===== src/rtl/dfr_pkg.sv =====
// Shared types and constants for the DFR AXI4-Lite transfer engine.
package dfr_pkg;

   typedef enum logic [3:0] {
      IDLE,
      RAM_RD,
      RAM_WAIT,
      WR_XFER,
      WR_RESP,
      RD_ADDR,
      RD_DATA,
      RAM_WR,
      FINISH
   } dfr_axi_state_t;

   localparam logic [1:0] AXI_RESP_OKAY   = 2'b00;
   localparam logic [1:0] AXI_RESP_SLVERR = 2'b10;
   localparam int         WORD_BYTES      = 4;

endpackage


===== src/rtl/dfr_axi_master.sv =====
// AXI4-Lite initiator moving word_count words between the local single-port ram and system memory.
// Optional per-phase watchdog is enabled with `define DFR_AXI_MASTER_TIMEOUT_EN.
module dfr_axi_master
   import dfr_pkg::*;
#(
   parameter int C_M_AXI_ADDR_WIDTH = 32,
   parameter int C_M_AXI_DATA_WIDTH = 32,
   parameter int RAM_ADDR_WIDTH     = 14,
   parameter int TIMEOUT_CYCLES     = 1024
) (
   input  logic                              clk,
   input  logic                              rst,
   input  logic                              start,
   input  logic                              dir,
   input  logic [C_M_AXI_ADDR_WIDTH-1:0]     base_addr,
   input  logic [RAM_ADDR_WIDTH:0]           word_count,
   output logic                              busy,
   output logic                              done,
   output logic                              err,
   output dfr_axi_state_t                    fsm_state,
   output logic [RAM_ADDR_WIDTH-1:0]         ram_addr,
   output logic                              ram_wen,
   output logic [C_M_AXI_DATA_WIDTH-1:0]     ram_din,
   input  logic [C_M_AXI_DATA_WIDTH-1:0]     ram_dout,
   output logic [C_M_AXI_ADDR_WIDTH-1:0]     M_AXI_AWADDR,
   output logic                              M_AXI_AWVALID,
   input  logic                              M_AXI_AWREADY,
   output logic [C_M_AXI_DATA_WIDTH-1:0]     M_AXI_WDATA,
   output logic [C_M_AXI_DATA_WIDTH/8-1:0]   M_AXI_WSTRB,
   output logic                              M_AXI_WVALID,
   input  logic                              M_AXI_WREADY,
   input  logic [1:0]                        M_AXI_BRESP,
   input  logic                              M_AXI_BVALID,
   output logic                              M_AXI_BREADY,
   output logic [C_M_AXI_ADDR_WIDTH-1:0]     M_AXI_ARADDR,
   output logic                              M_AXI_ARVALID,
   input  logic                              M_AXI_ARREADY,
   input  logic [C_M_AXI_DATA_WIDTH-1:0]     M_AXI_RDATA,
   input  logic [1:0]                        M_AXI_RRESP,
   input  logic                              M_AXI_RVALID,
   output logic                              M_AXI_RREADY
);

   localparam int IDX_W = RAM_ADDR_WIDTH + 1;

   // Handshake rule: every VALID stays high until the cycle its READY is seen, then drops;
   // the engine's READY outputs are raised only in the state that waits for the matching VALID.

   if (C_M_AXI_DATA_WIDTH != 32 || TIMEOUT_CYCLES < 1) begin : g_bad_cfg
      $error("dfr_axi_master: data width must be 32 and TIMEOUT_CYCLES at least 1");
   end

   dfr_axi_state_t                  state;
   logic [IDX_W-1:0]                idx;
   logic [IDX_W-1:0]                idx_inc;
   logic [IDX_W-1:0]                count_r;
   logic [C_M_AXI_ADDR_WIDTH-1:0]   base_r;
   logic                            aw_ok;
   logic                            w_ok;
   logic                            tmo_hit;

   function automatic logic [C_M_AXI_ADDR_WIDTH-1:0] word_addr(
      input logic [C_M_AXI_ADDR_WIDTH-1:0] base,
      input logic [IDX_W-1:0]              i
   );
      return base + C_M_AXI_ADDR_WIDTH'(i) * C_M_AXI_ADDR_WIDTH'(WORD_BYTES);
   endfunction

   assign idx_inc     = idx + IDX_W'(1);
   assign aw_ok       = !M_AXI_AWVALID || M_AXI_AWREADY;
   assign w_ok        = !M_AXI_WVALID || M_AXI_WREADY;
   assign fsm_state   = state;
   assign M_AXI_WSTRB = '1;

`ifdef DFR_AXI_MASTER_TIMEOUT_EN
   localparam int             TMO_W    = $clog2(TIMEOUT_CYCLES + 1);
   localparam logic [TMO_W-1:0] TMO_LAST = TMO_W'(TIMEOUT_CYCLES - 1);

   logic [TMO_W-1:0] tmo_cnt;
   logic             in_phase;
   logic             phase_step;

   assign in_phase   = (state == WR_XFER) || (state == WR_RESP) ||
                       (state == RD_ADDR) || (state == RD_DATA);
   // Moving between two waiting phases restarts the count for the new phase.
   assign phase_step = ((state == WR_XFER) && aw_ok && w_ok) ||
                       ((state == RD_ADDR) && M_AXI_ARREADY);
   assign tmo_hit    = in_phase && (tmo_cnt == TMO_LAST);

   always_ff @(posedge clk) begin
      if (rst || !in_phase || phase_step || tmo_hit) tmo_cnt <= '0;
      else                                           tmo_cnt <= tmo_cnt + TMO_W'(1);
   end
`else
   assign tmo_hit = 1'b0;
`endif

   always_ff @(posedge clk) begin
      if (rst) begin
         state         <= IDLE;
         busy          <= 1'b0;
         done          <= 1'b0;
         err           <= 1'b0;
         idx           <= '0;
         count_r       <= '0;
         base_r        <= '0;
         ram_addr      <= '0;
         ram_wen       <= 1'b0;
         ram_din       <= '0;
         M_AXI_AWADDR  <= '0;
         M_AXI_AWVALID <= 1'b0;
         M_AXI_WDATA   <= '0;
         M_AXI_WVALID  <= 1'b0;
         M_AXI_BREADY  <= 1'b0;
         M_AXI_ARADDR  <= '0;
         M_AXI_ARVALID <= 1'b0;
         M_AXI_RREADY  <= 1'b0;
      end else begin
         done    <= 1'b0;
         ram_wen <= 1'b0;
         if (tmo_hit) begin
            // Abandoning the slave is the one case where VALID drops without READY.
            err           <= 1'b1;
            M_AXI_AWVALID <= 1'b0;
            M_AXI_WVALID  <= 1'b0;
            M_AXI_BREADY  <= 1'b0;
            M_AXI_ARVALID <= 1'b0;
            M_AXI_RREADY  <= 1'b0;
            state         <= FINISH;
         end else begin
            case (state)
               IDLE: begin
                  if (start) begin
                     base_r  <= base_addr;
                     count_r <= word_count;
                     idx     <= '0;
                     err     <= 1'b0;
                     busy    <= 1'b1;
                     if (word_count == '0) begin
                        state <= FINISH;
                     end else if (dir) begin
                        M_AXI_ARADDR  <= word_addr(base_addr, '0);
                        M_AXI_ARVALID <= 1'b1;
                        state         <= RD_ADDR;
                     end else begin
                        ram_addr <= '0;
                        state    <= RAM_RD;
                     end
                  end
               end
               RAM_RD: state <= RAM_WAIT;
               RAM_WAIT: begin
                  M_AXI_WDATA   <= ram_dout;
                  M_AXI_AWADDR  <= word_addr(base_r, idx);
                  M_AXI_AWVALID <= 1'b1;
                  M_AXI_WVALID  <= 1'b1;
                  state         <= WR_XFER;
               end
               WR_XFER: begin
                  if (M_AXI_AWREADY) M_AXI_AWVALID <= 1'b0;
                  if (M_AXI_WREADY)  M_AXI_WVALID  <= 1'b0;
                  if (aw_ok && w_ok) begin
                     M_AXI_BREADY <= 1'b1;
                     state        <= WR_RESP;
                  end
               end
               WR_RESP: begin
                  if (M_AXI_BVALID) begin
                     M_AXI_BREADY <= 1'b0;
                     if (M_AXI_BRESP != AXI_RESP_OKAY) begin
                        err   <= 1'b1;
                        state <= FINISH;
                     end else begin
                        idx <= idx_inc;
                        if (idx_inc == count_r) begin
                           state <= FINISH;
                        end else begin
                           ram_addr <= idx_inc[RAM_ADDR_WIDTH-1:0];
                           state    <= RAM_RD;
                        end
                     end
                  end
               end
               RD_ADDR: begin
                  if (M_AXI_ARREADY) begin
                     M_AXI_ARVALID <= 1'b0;
                     M_AXI_RREADY  <= 1'b1;
                     state         <= RD_DATA;
                  end
               end
               RD_DATA: begin
                  if (M_AXI_RVALID) begin
                     M_AXI_RREADY <= 1'b0;
                     if (M_AXI_RRESP != AXI_RESP_OKAY) begin
                        err   <= 1'b1;
                        state <= FINISH;
                     end else begin
                        ram_addr <= idx[RAM_ADDR_WIDTH-1:0];
                        ram_din  <= M_AXI_RDATA;
                        ram_wen  <= 1'b1;
                        state    <= RAM_WR;
                     end
                  end
               end
               RAM_WR: begin
                  idx <= idx_inc;
                  if (idx_inc == count_r) begin
                     state <= FINISH;
                  end else begin
                     M_AXI_ARADDR  <= word_addr(base_r, idx_inc);
                     M_AXI_ARVALID <= 1'b1;
                     state         <= RD_ADDR;
                  end
               end
               FINISH: begin
                  done  <= 1'b1;
                  busy  <= 1'b0;
                  state <= IDLE;
               end
               default: begin
                  busy  <= 1'b0;
                  state <= IDLE;
               end
            endcase
         end
      end
   end

endmodule


===== config.mk =====
export PLATFORM = sky130hd
export DESIGN_NAME = dfr_axi_master
export DESIGN_NICKNAME = d
export VERILOG_FILES = /design/src/rtl/dfr_pkg.sv /design/src/rtl/dfr_axi_master.sv
export SDC_FILE = /design/constraint.sdc
export NUM_CORES = 1
export LEC_CHECK = 0
export CORE_ASPECT_RATIO = 0.7
export CORE_MARGIN = 10
export CORE_UTILIZATION = 55
export CTS_BUF_LIST = sky130_fd_sc_hd__clkbuf_8
export DETAILED_ROUTE_END_ITERATION = 8
export PLACE_DENSITY = 0.9
export SETUP_SLACK_MARGIN = 0.02
export SYNTH_ARGS = -nofsm -noshare
export SYNTH_HDL_FRONTEND = slang
export SYNTH_SLANG_ARGS = --single-unit

===== constraint.sdc =====
create_clock -name clk -period 9.75 [get_ports clk]
set_clock_uncertainty 0.05 [all_clocks]
set_input_delay 1.4625 -clock clk [delete_from_list [all_inputs] [get_ports clk]]
set_output_delay 1.4625 -clock clk [all_outputs]
set_load 0.01 [all_outputs]

==> impl_metrics.toml, run 1 <==
[outcome]
status = "finished clean"

[setup_path]
reg2reg_from = "idx[0]"
crit_path_start_kind = "register"
critPathLaunch = "idx[0]"
crit_fanout = 13
rr_endpoint = "M_AXI_ARADDR[21]"
reg2reg_slack_ps = 5430
r2r_cells = 10
crit_type = "register to register"
arrival_ps = 4700
required_ps = 10120
cp-end-kind = "register"

[die]
die_h_um = 139
die_area_um2 = 26300
core_um2 = 19800
fp.dieW_um = 190
design.portCount = 283
initial_core_util_pct = 56.0
num_rows = 43

[synthesis]
synth_area_um2 = 11100
synth_top_area_cell = "dfxtp_1"
synth_cell_types = 69
syn_area_per_cell_um2 = 7.60
synth_edf_count = 0
synth_top_area_share_pct = 39.2
async_reset_ff_share_pct = 0
yosys-top-cells-area = "dfxtp_1 39%, nand2_1 12%, a21oi_1 8.8%, ha_1 3.7%, nor2_1 3.5%"
synth_commonest_cells = "347 x nand2_1, 217 x dfxtp_1, 196 x a21oi_1, 103 x nor2_1, 78 x clkbuf_1"
synthCells = 1458
synth.most_common_cell = "nand2_1"
synth_ff_type = "dfxtp_1"
synth-seq-area-share_pct = 39.2
synth-seq-cells = 217
ys_warn_count = 0

[pwr]
clkPwrFrac_pct = 27.2
fin_total_pwr_mw = 3.05
seqPwrFrac_pct = 38.6
p_int_mw = 1.92
switching_share_pct = 37.2
combPwrFrac_pct = 34.1
vdd.ir_drop.worst_uv = 164
power.switching_mw = 1.13
p_leak_nw = 5.29
powerDensity_nw_per_um2 = 209

[hold_path]
min_to = "M_AXI_AWADDR[17]"
hold_depth = 2
worstHoldStart = "M_AXI_AWADDR[17]"
worst_hold_path_type = "register to register"

[cts]
cts_tree = "done"
clkTransAtPathRegs_ps = 60
clk_latency_ps = 540
cts_hold_buf = 0
clock-sinks = 217
htree_num_levels = 2
clk_path_buf_depth = 3
numCtsBuffers = 36
cts_setup_buffers = 0
cts.repair.resized = 0
cts_root_buf = "clkbuf_8"

[global_route]
grt_pass1_vias = 10824
overflow = 0
grtUsageTotal_pct = 28.7
antenna_found_initial = 1
grt_max_degree = 84
grt_pass1_wl_mm = 61.7

[timing]
holdWs_ps = 403
fmax_ghz = 0.231
slew_headroom_pct = 19.3
fin_tns_setup_ps = 0
setup_viol = 0
period_share_pct = 44.3
fin_crit_ps = 4320
layout_setup_ws_ps = 5430
tightest_slew_ps = 1210
rsz0062_at_grt = "no"
finalMaxSlewViolations = 0
final-hold-violation-count = 0

[placed_design]
post-place-ws_ps = 5530
hpwlAfterDp_mm = 29.3
gp_congestion = 0.987
port-buffer-count = 278
place_area_um2 = 13900

[detailed_routing]
ant_nets = 0
dr.pass1.iters = 6
dr.first_iter.drc_count = 1306
drt_wl_total_mm = 40.1
route.detailed.drc = 0
avgViaCountPerCell = 5.89
wl_per_cell_um = 20.3
vias = 11660

[cells_and_area]
area_growth_pct = 31.7
fin_nets = 1840
final_layout_size_suffix_gt1_share_pct = 4.92
stdcell_area_um2 = 14600

[job]
drv_cap = 0
## power by group through the flow
| stage | clock network, mW | logic [mW] | registers [mW] |
|---|---|---|---|
| floorplan | 0 | 0.590 | 1.17 |
| global placement | 0 | 1.00 | 1.18 |
| detailed placement | 0 | 1.02 | 1.19 |
| CTS | 0.842 | 1.03 | 1.17 |
| global route | 0.884 | 1.13 | 1.19 |
| finish | 0.830 | 1.04 | 1.18 |
## sequential cells by signal, summed over array words and instances, names as in the netlist, 14 cells and up
register	flops
M_AXI_ARADDR	32
M_AXI_AWADDR	32
M_AXI_WDATA	32
base_r	32
count_r	15
idx	15
ram_addr	14
ram_din	32
## layout make-up
type / count / area (µm²)
tap: 270 / 338
multi-input combinational: 1117 / 6230
clock buffer: 45 / 619
sequential: 217 / 4340
timing repair buffer: 290 / 2870
antenna: 2 / 5.00
clock inverter: 19 / 121
fill: 1477 / 5190
inverter: 19 / 71.3
## kinds of logic (layout without fill, tap and decap cells)
group           Yosys count  in the layout  share of synthesized area [%]
simple gates            625            625                           25.1
fa+ha+maj                35             35                           4.09
compound gates          378            378                           20.7
other cells               1              6                         0.0338
xor+xnor                 72             72                           5.76
buf+inv                 127            373                           4.88
mux                       3              3                          0.271
flops                   217            217                           39.2
## per-stage QoR
stage / util [%] / std cells
5_1_grt: 73.8 / 1978
2_1_floorplan: - / 1461
4_1_cts: 73.7 / 1977
6_report: 73.8 / 1979
3_3_place_gp: 70.0 / 1913
3_5_place_dp: 70.0 / 1913
## worst max path at each step
stage	endpoint	slack, ps	cells past startpoint
CTS	M_AXI_ARADDR[21]	5620	10
global route	ram_addr[9]	5290	8
global placement	M_AXI_ARADDR[19]	5490	7
floorplan	M_AXI_ARADDR[30]	6430	14
detailed placement	M_AXI_ARADDR[21]	5530	7
finish	M_AXI_ARADDR[21]	5430	10
## critical path, stage by stage (launching register included)
cell and delay (ps):
dfxtp_1 580, ha_1 350, nand3_1 280, or4_1 620
mux2i_1 170, nor4_1 330, nand4_1 310, nor2_1 430
o22a_1 620, nor2_1 210, a22o_1 260
## per-layer routing
metal | up-vias | global-route usage, % | routed length, µm
met3 | 76 | 10.8 | 5620
met4 | 0 | 7.75 | 841
li1 | 5494 | - | -
met1 | 5368 | 38.1 | 16700
met2 | 722 | 42.7 | 17000
met5 | - | 0 | 0
## cells in the final DEF, fill, tap and decap left out, types with 9 or more instances in the layout
master	count
nor3_1	27
or3_1	21
nand3b_1	16
nand2_1	347
a211oi_1	25
a311oi_1	16
nor4_1	11
o21ai_0	57
buf_4	12
dfxtp_1	217
nor2_1	103
xor2_1	32
nand3_1	32
nand4_1	9
inv_1	27
a21o_1	10
ha_1	33
clkdlybuf4s50_1	277
xnor2_1	39
nor2b_1	9
a21oi_1	196
clkbuf_8	45
o211ai_1	10
and3_1	10
Power figures use the tool's default switching activity.
==> run 2, diff against run 1 <==
Settings changed: CORE_UTILIZATION 55 to 51, PLACE_DENSITY 0.9 to 0.85.
Clock period 9.75 ns to 4.44 ns, I/O delays scaled along.
==> run 2 against run 1 <==
Compared with the run above:
- combinational power rose by 120%
- global-route usage fell by 1.0 points
- non-clock buffer count up 9
- wire length increased by 3.2%
- design area rose by 0.34%
- worst setup slack got worse by 5100 ps
- sequential share of layout area decreased by 0.093 points
- via count is 0.39% lower
- flip-flop and latch count is the same
- critical path type unchanged
- clock-buffer cell count is the same
- largest cell class unchanged
- highest routed layer unchanged
- register-to-register slack got worse by 5100 ps
- critical path depth is 1 higher
==> impl_metrics.toml, run 2 (synthesized netlist as in run 1, its figures left out) <==
[detailed_routing]
drt_wl_total_mm = 41.4
wl_met1_mm = 18.1
dr.pass1.iters = 5
met3WireLength_mm = 5.01
dr.first_iter.drc_count = 1216
route.detailed.drc = 0
avgViaCountPerCell = 5.83
wl_per_cell_um = 20.8
dr.max_layer_used = "met4"
wl_met2_mm = 17.7
vias = 11615
ant_nets = 0

[placed_design]
port-buffer-count = 278
gp_congestion = 0.977
hpwlAfterDp_mm = 30.5

[timing]
setup_viol = 0
fin_tns_setup_ps = 0
period_share_pct = 93.4
rsz0062_at_grt = "no"
slew_headroom_pct = 34.0
tightest_slew_ps = 990
fmax_ghz = 0.241
finalMaxSlewViolations = 0
final-hold-violation-count = 0
fin_crit_ps = 4150

[global_route]
overflow = 0
grt_pass1_wl_mm = 63.0
grtUsageTotal_pct = 27.7
grt_max_degree = 107
grt_pass1_vias = 10988
antenna_found_initial = 0

[outcome]
status = "finished clean"

[setup_path]
critPathLaunch = "idx[1]"
worstPathCellList = "ha_1 > nand3_1 > or4_1 > mux2i_1 > nor4_1 > nand4_1 > nor2_1 > o22ai_4 > buf_4 > o211ai_1 > a21oi_1"
crit_path_start_kind = "register"
required_ps = 4780
r2r_cells = 11
cpMaxStageDelayCell = "or4_1"
reg2reg_from = "idx[1]"
rr_endpoint = "M_AXI_ARADDR[9]"
crit_fanout = 23
crit_buf_inv = 1
reg2reg_slack_ps = 290
cp_top_family = "simple AND/OR/NAND/NOR gates"
crit_type = "register to register"
arrival_ps = 4490
cpPeakStageDelay_ps = 640
cp-end-kind = "register"

[cts]
clkTransAtPathRegs_ps = 60
numCtsBuffers = 36
clk_latency_ps = 540
clock-sinks = 217
cts_tree = "done"
clk_path_buf_depth = 3
cts_root_buf = "clkbuf_8"
htree_num_levels = 2

[hold_path]
worstHoldStart = "M_AXI_AWADDR[7]"
worst_hold_path_type = "register to register"
hold_depth = 2
min_to = "M_AXI_AWADDR[7]"

[pwr]
powerDensity_nw_per_um2 = 457
vdd.ir_drop.worst_uv = 342
p_leak_nw = 5.30

[cells_and_area]
layout_commonest_cell = "nand2_1"
multi_input_area_um2 = 6240
fillers = 1808
area_growth_pct = 32.2
final_layout_size_suffix_gt1_share_pct = 5.32
fin_util_pct = 68.1
final_cell_mix = "347 x nand2_1, 277 x clkdlybuf4s50_1, 216 x dfxtp_1"
antenna_cells = 0
fin_nets = 1849
ff_latch_area_um2 = 4350

[die]
num_rows = 45
fp.dieW_um = 196
core_um2 = 21500
design.portCount = 283
die_h_um = 143
die_area_um2 = 28100
initial_core_util_pct = 51.5

[job]
drv_cap = 0
[run 2: worst max path at each step]
| stage | endpoint | cells after the start |
|---|---|---|
| 5_1_grt | M_AXI_ARADDR[27] | 14 |
| 6_report | M_AXI_ARADDR[9] | 11 |
| 3_5_place_dp | M_AXI_ARADDR[24] | 11 |
| 3_3_place_gp | M_AXI_ARADDR[20] | 11 |
| 4_1_cts | M_AXI_ARADDR[9] | 11 |
| 2_1_floorplan | M_AXI_ARADDR[30] | 14 |
[run 2: timing repair]
item / 4_1_cts / 5_1_grt
gates resized for setup: 0 / 1
hold buffers: 0 / 0
endpoints found under the setup margin: 0 / 1
buffers inserted: 0 / 0
[run 2: report_power, final]
| group | internal [mW] | total [mW] | switching, mW |
|---|---|---|---|
| Combinational | 0.976 | 2.29 | 1.32 |
| Clock | 0.966 | 1.79 | 0.828 |
| Sequential | 2.26 | 2.61 | 0.349 |
[run 2: final cells by class]
class / count / share of cell area (%)
multi-input cells: 1117 / 42.6
flip-flops and latches: 217 / 29.7
repair buffers: 299 / 20.1
clock buffers: 45 / 4.23
well taps: 282 / 2.41
clock inverters: 13 / 0.598
inverters: 19 / 0.487
[run 2: stage by stage]
stage          cells  instance area [µm²]  worst slack [ps]  hold slack [ps]  power [mW]
5_1_grt         1992                14700              71.3              417        7.05
3_3_place_gp    1934                13900               528              389        4.85
6_report        1992                14700               294              400        6.70
2_1_floorplan   1461                11100              1120              395        3.88
3_5_place_dp    1934                13900               370              394        4.90
4_1_cts         1992                14700               355              401        6.69
[run 2: metal layers]
layer	up-vias	GRT usage, %
met3	44	10.5
met1	5444	37.2
met5	-	0
met4	0	5.81
li1	5512	-
met2	615	41.4
[run 2: worst register-to-register path: cells and delay by family (launching register included)]
family                     cells  cell delay, ps
muxes                          1             180
buffers and inverters          1             330
AOI/OAI and AO/OA              3             550
adders and majority gates      1             340
and+or+nand+nor                5            2010
DFF                            1             550
==> run 3, diff against run 2 <==
Settings changed: CORE_MARGIN 10 to unset.
==> run 3 against run 2 <==
Compared with the run above:
- critical path depth shrank 1
- clock power up 3%
- wire length shrank 7.9%
- utilization is 1.6 points higher
- fmax decreased by 0.19%
- largest cell class unchanged
- cell count fell by 0.30%
- clock-buffer cell count is 1 lower
- register-to-register slack about the same
- sequential share of layout area hardly changed
- design area about the same
- worst setup slack worse by 7.8 ps
==> impl_metrics.toml, run 3 (synthesized netlist as in run 1, its figures left out) <==
[cells_and_area]
fin_util_pct = 69.7
final_cell_mix = "347 x nand2_1, 277 x clkdlybuf4s50_1, 217 x dfxtp_1"
area_growth_pct = 32.3
fillers = 1717
final_layout_size_suffix_gt1_share_pct = 5.03
antenna_cells = 0
layout_commonest_cell = "nand2_1"
fin_nets = 1845

[detailed_routing]
avgViaCountPerCell = 5.91
ant_nets = 0
dr.first_iter.drc_count = 1451
vias = 11742
route.detailed.drc = 0
dr.pass1.iters = 5
wl_per_cell_um = 19.2
drt_wl_total_mm = 38.1

[timing]
period_share_pct = 93.6
setup_viol = 0
final-hold-violation-count = 0
tightest_slew_ps = 964
slew_headroom_pct = 35.7
layout_setup_ws_ps = 286
fin_crit_ps = 4150
holdWs_ps = 402
rsz0062_at_grt = "no"
finalMaxSlewViolations = 0
fin_tns_setup_ps = 0
fmax_ghz = 0.241

[global_route]
grtUsageTotal_pct = 33.7
antenna_found_initial = 0
overflow = 0
grt_pass1_wl_mm = 59.2
grt_pass1_vias = 10803
grt_max_degree = 93

[placed_design]
post-place-ws_ps = 311
hpwlAfterDp_mm = 27.8
port-buffer-count = 278
gp_congestion = 0.949

[die]
num_rows = 44
core_um2 = 21000
initial_core_util_pct = 52.7
die_h_um = 125
design.portCount = 283
fp.dieW_um = 178
die_area_um2 = 22300

[setup_path]
reg2reg_from = "idx[0]"
critPathLaunch = "idx[0]"
crit_path_start_kind = "register"
required_ps = 4870
crit_type = "register to register"
cp-end-kind = "register"
arrival_ps = 4590
crit_fanout = 33

[cts]
clk_path_buf_depth = 3
cts.repair.resized = 0
clock-sinks = 217
numCtsBuffers = 36
cts_setup_buffers = 0
cts_root_buf = "clkbuf_8"
cts_hold_buf = 0
clk_latency_ps = 540
htree_num_levels = 2
cts_tree = "done"
clkTransAtPathRegs_ps = 70

[pwr]
powerDensity_nw_per_um2 = 459
vdd.ir_drop.worst_uv = 312
p_leak_nw = 5.32

[job]
drv_cap = 0

[outcome]
status = "finished clean"

[hold_path]
worst_hold_path_type = "register to register"
worstHoldStart = "ram_din[20]"
## run 3: changes by cell type in the layout (fill, tap and decap cells not counted), moves of 2 or more
cell,before,now
buf_4,21,16
inv_1,25,30
inv_6,0,3
clkinv_2,4,2
clkinvlp_4,2,0
## run 3: worst max-delay path: stages (launching register included)
cell and delay, ps:
dfxtp_1 580, ha_1 340, nand3_1 260, or4_1 620, mux2i_1 170, nor4_1 280
nand4_1 260, nor2_1 510, o22ai_4 400, nor2_2 400, a221o_1 210
## run 3: metrics by stage
step	area [µm²]	std cells	power [mW]
after floorplan	11100	1461	3.88
after global placement	13900	1924	4.83
after detailed placement	13900	1924	4.88
after CTS	14700	1986	6.71
after global routing	14700	1986	7.08
final	14700	1986	6.73
## run 3: power breakdown
group | total [mW] | internal (mW) | switching [mW]
Combinational | 2.26 | 0.975 | 1.29
Sequential | 2.63 | 2.26 | 0.364
Clock | 1.84 | 1.02 | 0.827
## run 3: final cells by class
cell class	count	area (µm²)	area share [%]
Sequential cell	217	4340	29.6
Multi-Input combinational cell	1117	6240	42.5
Tap cell	276	345	2.35
Clock inverter	18	138	0.938
Clock buffer	44	606	4.13
Timing Repair Buffer	295	2920	19.9
Inverter	19	71.3	0.486
## run 3: path summary, 6_finish.rpt
| kind | end | slack (ps) | cells past startpoint |
|---|---|---|---|
| worst min-delay path | ram_din[20] | 400 | 2 |
| worst max-delay path | M_AXI_ARADDR[27] | 290 | 10 |
| worst min register to register | ram_din[20] | 400 | 2 |
| worst max register to register | M_AXI_ARADDR[27] | 290 | 10 |
## run 3: per-layer routing
layer	routed length, µm	up-vias	part of all wire, %	global-route usage, %
met4	964	0	2.5	10.5
met3	4390	73	12	8.91
li1	-	5532	-	-
met2	16100	664	42	49.9
met1	16700	5473	44	47.6
met5	0	-	0	0
